File: src/rtl/reg_bank.sv
// Register bank with per-register pending (scoreboard) bits and an issue-stall output.
// Optional RB_WRITE_BYPASS_EN forwards same-cycle write data to reads and drops that operand's stall.
module reg_bank #(
    parameter int DATA_W = 32,
    parameter int NREGS  = 16
) (
    input  logic              clk,
    input  logic              reset,
    input  logic [3:0]        rd_addr_a,
    input  logic [3:0]        rd_addr_b,
    input  logic              rd_use_a,
    input  logic              rd_use_b,
    output logic [DATA_W-1:0] rd_data_a,
    output logic [DATA_W-1:0] rd_data_b,
    input  logic              wr_en,
    input  logic [3:0]        wr_addr,
    input  logic [DATA_W-1:0] wr_data,
    input  logic              resv_en,
    input  logic [3:0]        resv_addr,
    output logic              stall,
    output logic [4:0]        pend_cnt
);
    // Address space is fixed at 16; entries at or above NREGS stay constant zero.
    localparam logic [15:0] VALID = (NREGS >= 16) ? 16'hFFFF : 16'((32'd1 << NREGS) - 32'd1);

    logic [DATA_W-1:0] regs [16];
    logic [15:0]       pend;
    logic [15:0]       pend_nxt;
    logic              inc;
    logic              dec;
    logic              byp_a;
    logic              byp_b;

    always_ff @(posedge clk or posedge reset) begin
        if (reset) begin
            for (int i = 0; i < 16; i++) regs[i] <= '0;
        end else begin
            for (int i = 0; i < 16; i++)
                if (VALID[i] && wr_en && wr_addr == 4'(i)) regs[i] <= wr_data;
        end
    end

    // Reservation is applied after the write clear so it wins on a same-address collision.
    always_comb begin
        pend_nxt = pend;
        if (wr_en)   pend_nxt[wr_addr]   = 1'b0;
        if (resv_en) pend_nxt[resv_addr] = 1'b1;
        pend_nxt = pend_nxt & VALID;
    end

    assign inc = resv_en & VALID[resv_addr] & ~pend[resv_addr];
    assign dec = wr_en & pend[wr_addr] & ~(resv_en && resv_addr == wr_addr);

    always_ff @(posedge clk or posedge reset) begin
        if (reset) begin
            pend     <= '0;
            pend_cnt <= '0;
        end else begin
            pend     <= pend_nxt;
            pend_cnt <= pend_cnt + 5'(inc) - 5'(dec);
        end
    end

`ifdef RB_WRITE_BYPASS_EN
    assign byp_a = wr_en && (wr_addr == rd_addr_a) && VALID[wr_addr];
    assign byp_b = wr_en && (wr_addr == rd_addr_b) && VALID[wr_addr];
`else
    assign byp_a = 1'b0;
    assign byp_b = 1'b0;
`endif

    assign rd_data_a = byp_a ? wr_data : regs[rd_addr_a];
    assign rd_data_b = byp_b ? wr_data : regs[rd_addr_b];
    assign stall     = (rd_use_a & pend[rd_addr_a] & ~byp_a) |
                       (rd_use_b & pend[rd_addr_b] & ~byp_b);

endmodule

File: config.mk
export PLATFORM = sky130hd
export DESIGN_NAME = reg_bank
export DESIGN_NICKNAME = d
export VERILOG_FILES = /design/src/rtl/reg_bank.sv
export SDC_FILE = /design/constraint.sdc
export NUM_CORES = 1
export LEC_CHECK = 0
export CAP_MARGIN = 20
export CELL_PAD_IN_SITES_DETAIL_PLACEMENT = 1
export CELL_PAD_IN_SITES_GLOBAL_PLACEMENT = 1
export CORE_UTILIZATION = 30
export CTS_BUF_LIST = sky130_fd_sc_hd__clkbuf_16
export DETAILED_ROUTE_END_ITERATION = 12
export HOLD_SLACK_MARGIN = 0.03
export MAX_ROUTING_LAYER = met4
export PLACE_DENSITY_LB_ADDON = 0.12
export SYNTH_ARGS = -nofsm -noshare
export SYNTH_HDL_FRONTEND = slang
export SYNTH_SLANG_ARGS = --single-unit
File: constraint.sdc
create_clock -name clk -period 16.92 [get_ports clk]
set_input_delay 2.538 -clock clk [delete_from_list [all_inputs] [get_ports clk]]
set_output_delay 2.538 -clock clk [all_outputs]
set_load 0.02 [all_outputs]
==> results.json <==
{
  "insertion_delay_ns": 0.60,
  "dp_cells": 2898,
  "worstMarginPinSlew_ns": 1.07,
  "rrSetupSlack_ns": 13.66,
  "max_freq_mhz": 113,
  "grt_max_degree": 180,
  "synth_warnings": 0,
  "port_buffers": 123,
  "vias": 16400,
  "synth_top_cell_area_share_pct": 47.0,
  "crit_path_start_kind": "primary input",
  "finalCritPeriodShare_pct": 52.5,
  "endpoint_kind": "output pin",
  "routed_wl_um": 88600,
  "grt_setup_unrepaired": "no",
  "fin_worst_skew_ns": 0.00274,
  "worstHoldStart": "regs[276]$_DFFE_PP0P_",
  "setup_ws_ns": 8.04,
  "period_needed_ns": 8.88,
  "critPathMaxStageDelay_ns": 0.75,
  "path_class": "in2out",
  "cts_max_level": 3,
  "rr_worst_depth": 11,
  "hold-worst-slack_ns": 0.503,
  "arrival_ns": 6.34,
  "grt_pass1_vias": 18500,
  "syn-cell-area_mm2": 0.0284,
  "clkSinkCount": 533,
  "clock_path_buffers": 3,
  "slew_violations": 0,
  "syn_area_per_cell_um2": 17.1,
  "critPathLaunch": "rd_addr_a[0]",
  "ys_seq_area_share_pct": 47.0,
  "dp_hpwl_um": 48000,
  "drc": 0,
  "hold_buffers": 0,
  "multiInputGateArea_mm2": 0.0142,
  "grt_pass1_wl_um": 133000,
  "ys_ff_latch": 533,
  "cts_tree": "built",
  "synthesis.nets": 1716,
  "via_per_inst": 5.41,
  "io_pins": 124,
  "peakVddDrop_uv": 62.9,
  "clkSlewWorstSetupHoldPaths_ns": 0.06,
  "crit_chain": "buf_8, buf_4, buf_4, mux4_2, mux4_2, clkdlybuf4s50_1",
  "die_y_um": 310,
  "synth_top_cell_by_area": "dfrtp_1",
  "power.density_mw_per_mm2": 131,
  "fp-row-count": 112,
  "num-fill-cells": 9390,
  "antenna_found_initial": 4,
  "cp.depth": 6,
  "hold_class": "reg2reg",
  "nets": 1773,
  "status": "completed",
  "instances_no_fill": 3021,
  "dieArea_mm2": 0.0958,
  "finalSetupViolations": 0,
  "synth.most_common_cell": "dfrtp_1",
  "ys_types": 40,
  "reg2reg_from": "pend[3]$_DFF_PP0_",
  "regArea_mm2": 0.0133,
  "synthArstFlopShare_pct": 100,
  "grt_usage_pct": 19.8,
  "setup_tns_ns": 0,
  "slew_headroom_pct": 29.0,
  "ys_top_cells_by_count": "533 x dfrtp_1, 365 x mux2_2, 337 x mux4_2",
  "cp-endpoint": "rd_data_a[13]",
  "maxCapViolCount": 0,
  "synth_ff_type": "dfrtp_1",
  "ctsResizeCount": 0,
  "synthCells": 1656,
  "cts_inserted_buffers": 67,
  "critPathTopFamily": "buffers and inverters",
  "drtPass1Iterations": 5,
  "drive_above_1_share_pct": 49.6,
  "start_util_pct": 30.4,
  "drtIter0Drc": 916,
  "die_w_um": 310,
  "root_buffer": "clkbuf_16",
  "grt_overflow_total": 0,
  "synth_edf_count": 0,
  "cp_data_required_time_ns": 14.38,
  "total_power_w": 0.00431,
  "wl_per_cell_um": 29.3,
  "cp.buffers_inverters": 4,
  "finalHoldViolCount": 0,
  "syn2layout_area_growth_pct": 15.6,
  "post_cts_buffers": 0,
  "gp_congestion": 0.732,
  "worstPathMaxFanout": 54,
  "cpMaxStageDelayCell": "buf_4",
  "antenna_left": 0,
  "leakagePower_nw": 13.2,
  "ys_top_cells_by_area": "dfrtp_1 47%, mux4_2 27%, mux2_2 14%",
  "reg2reg_to": "pend_cnt[4]$_DFF_PP0_",
  "dp_slack_ns": 7.89,
  "coreArea_mm2": 0.0935
}
## routing by layer
layer	up-vias	part of all wire (%)	wire (um)	global-route usage (%)
li1	6656	-	-	-
met1	9197	45	40100	26.8
met2	362	48	42900	30.8
met3	135	3.6	3210	3.05
met4	0	2.7	2430	5.74
met5	-	0	0	-
## through the flow
| stage | utilization, % | cell area, um2 |
|---|---|---|
| final | 35.1 | 32800 |
| after global routing | 35.1 | 32800 |
| after CTS | 35.1 | 32800 |
| after detailed placement | 32.8 | 30700 |
| after global placement | 32.8 | 30700 |
| after floorplan | - | 28400 |
## layout by cell type (no fill, tap or decap), drive strengths merged, types with 6 or more instances in the layout
master / instances
buf: 37
inv: 30
nand3: 7
clkinv: 28
clkdlybuf4s50: 116
o21ai: 6
mux4: 337
nand2: 13
dfrtp: 533
clkbuf: 72
nor2: 6
mux2: 515
## worst register-to-register path: stages (launching register included)
cell and delay, ns:
dfrtp_1 0.44, mux4_2 0.47, nor2b_1 0.14, a211oi_1 0.47
a211oi_1 0.13, ha_1 0.33, inv_1 0.04, ha_1 0.20
fa_1 0.45, a21o_1 0.20, a21oi_1 0.18, xnor2_1 0.13
## worst min path at each step
stage                            endpoint  slack (ns)  depth (start not counted)
detailed placement  regs[312]$_DFFE_PP0P_        0.49                          1
global route        regs[338]$_DFFE_PP0P_        0.53                          1
floorplan           regs[288]$_DFFE_PP0P_        0.47                          1
CTS                 regs[312]$_DFFE_PP0P_        0.50                          1
finish              regs[276]$_DFFE_PP0P_        0.50                          1
global placement    regs[316]$_DFFE_PP0P_        0.48                          1
## area by class of cell
cell class                 instances  area share [%]
clock inverter                    48            1.02
clock buffer                      71            5.42
inverter                          17           0.210
sequential                       533            40.7
tap                             1254            4.78
timing repair buffer             154            4.54
antenna                            4          0.0305
multi-input combinational        940            43.3
## cells by family (layout without fill, tap and decap cells)
logic type / count (synthesis) / count (layout) / share of synthesized area (%)
AO/OA/AOI/OAI: 25 / 25 / 0.613
XOR/XNOR: 8 / 8 / 0.247
adder cells (fa/ha/maj): 6 / 6 / 0.291
buffers and inverters: 183 / 290 / 3.27
flip-flops: 533 / 533 / 47.0
multiplexers: 853 / 853 / 47.6
other: 0 / 4 / 0
AND/OR/NAND/NOR: 48 / 48 / 0.957
## where the power goes
group / switching [W] / internal (W)
clock network: 0.000569 / 0.000829
logic: 0.000422 / 0.000680
registers: 0.000228 / 0.00158
total: 0.00122 / 0.00309
## state kept, by name, summed over array words and instances, names as in the netlist
signal / flops
pend: 16
pend_cnt: 5
regs: 512
(Power assumes the default switching activity.)
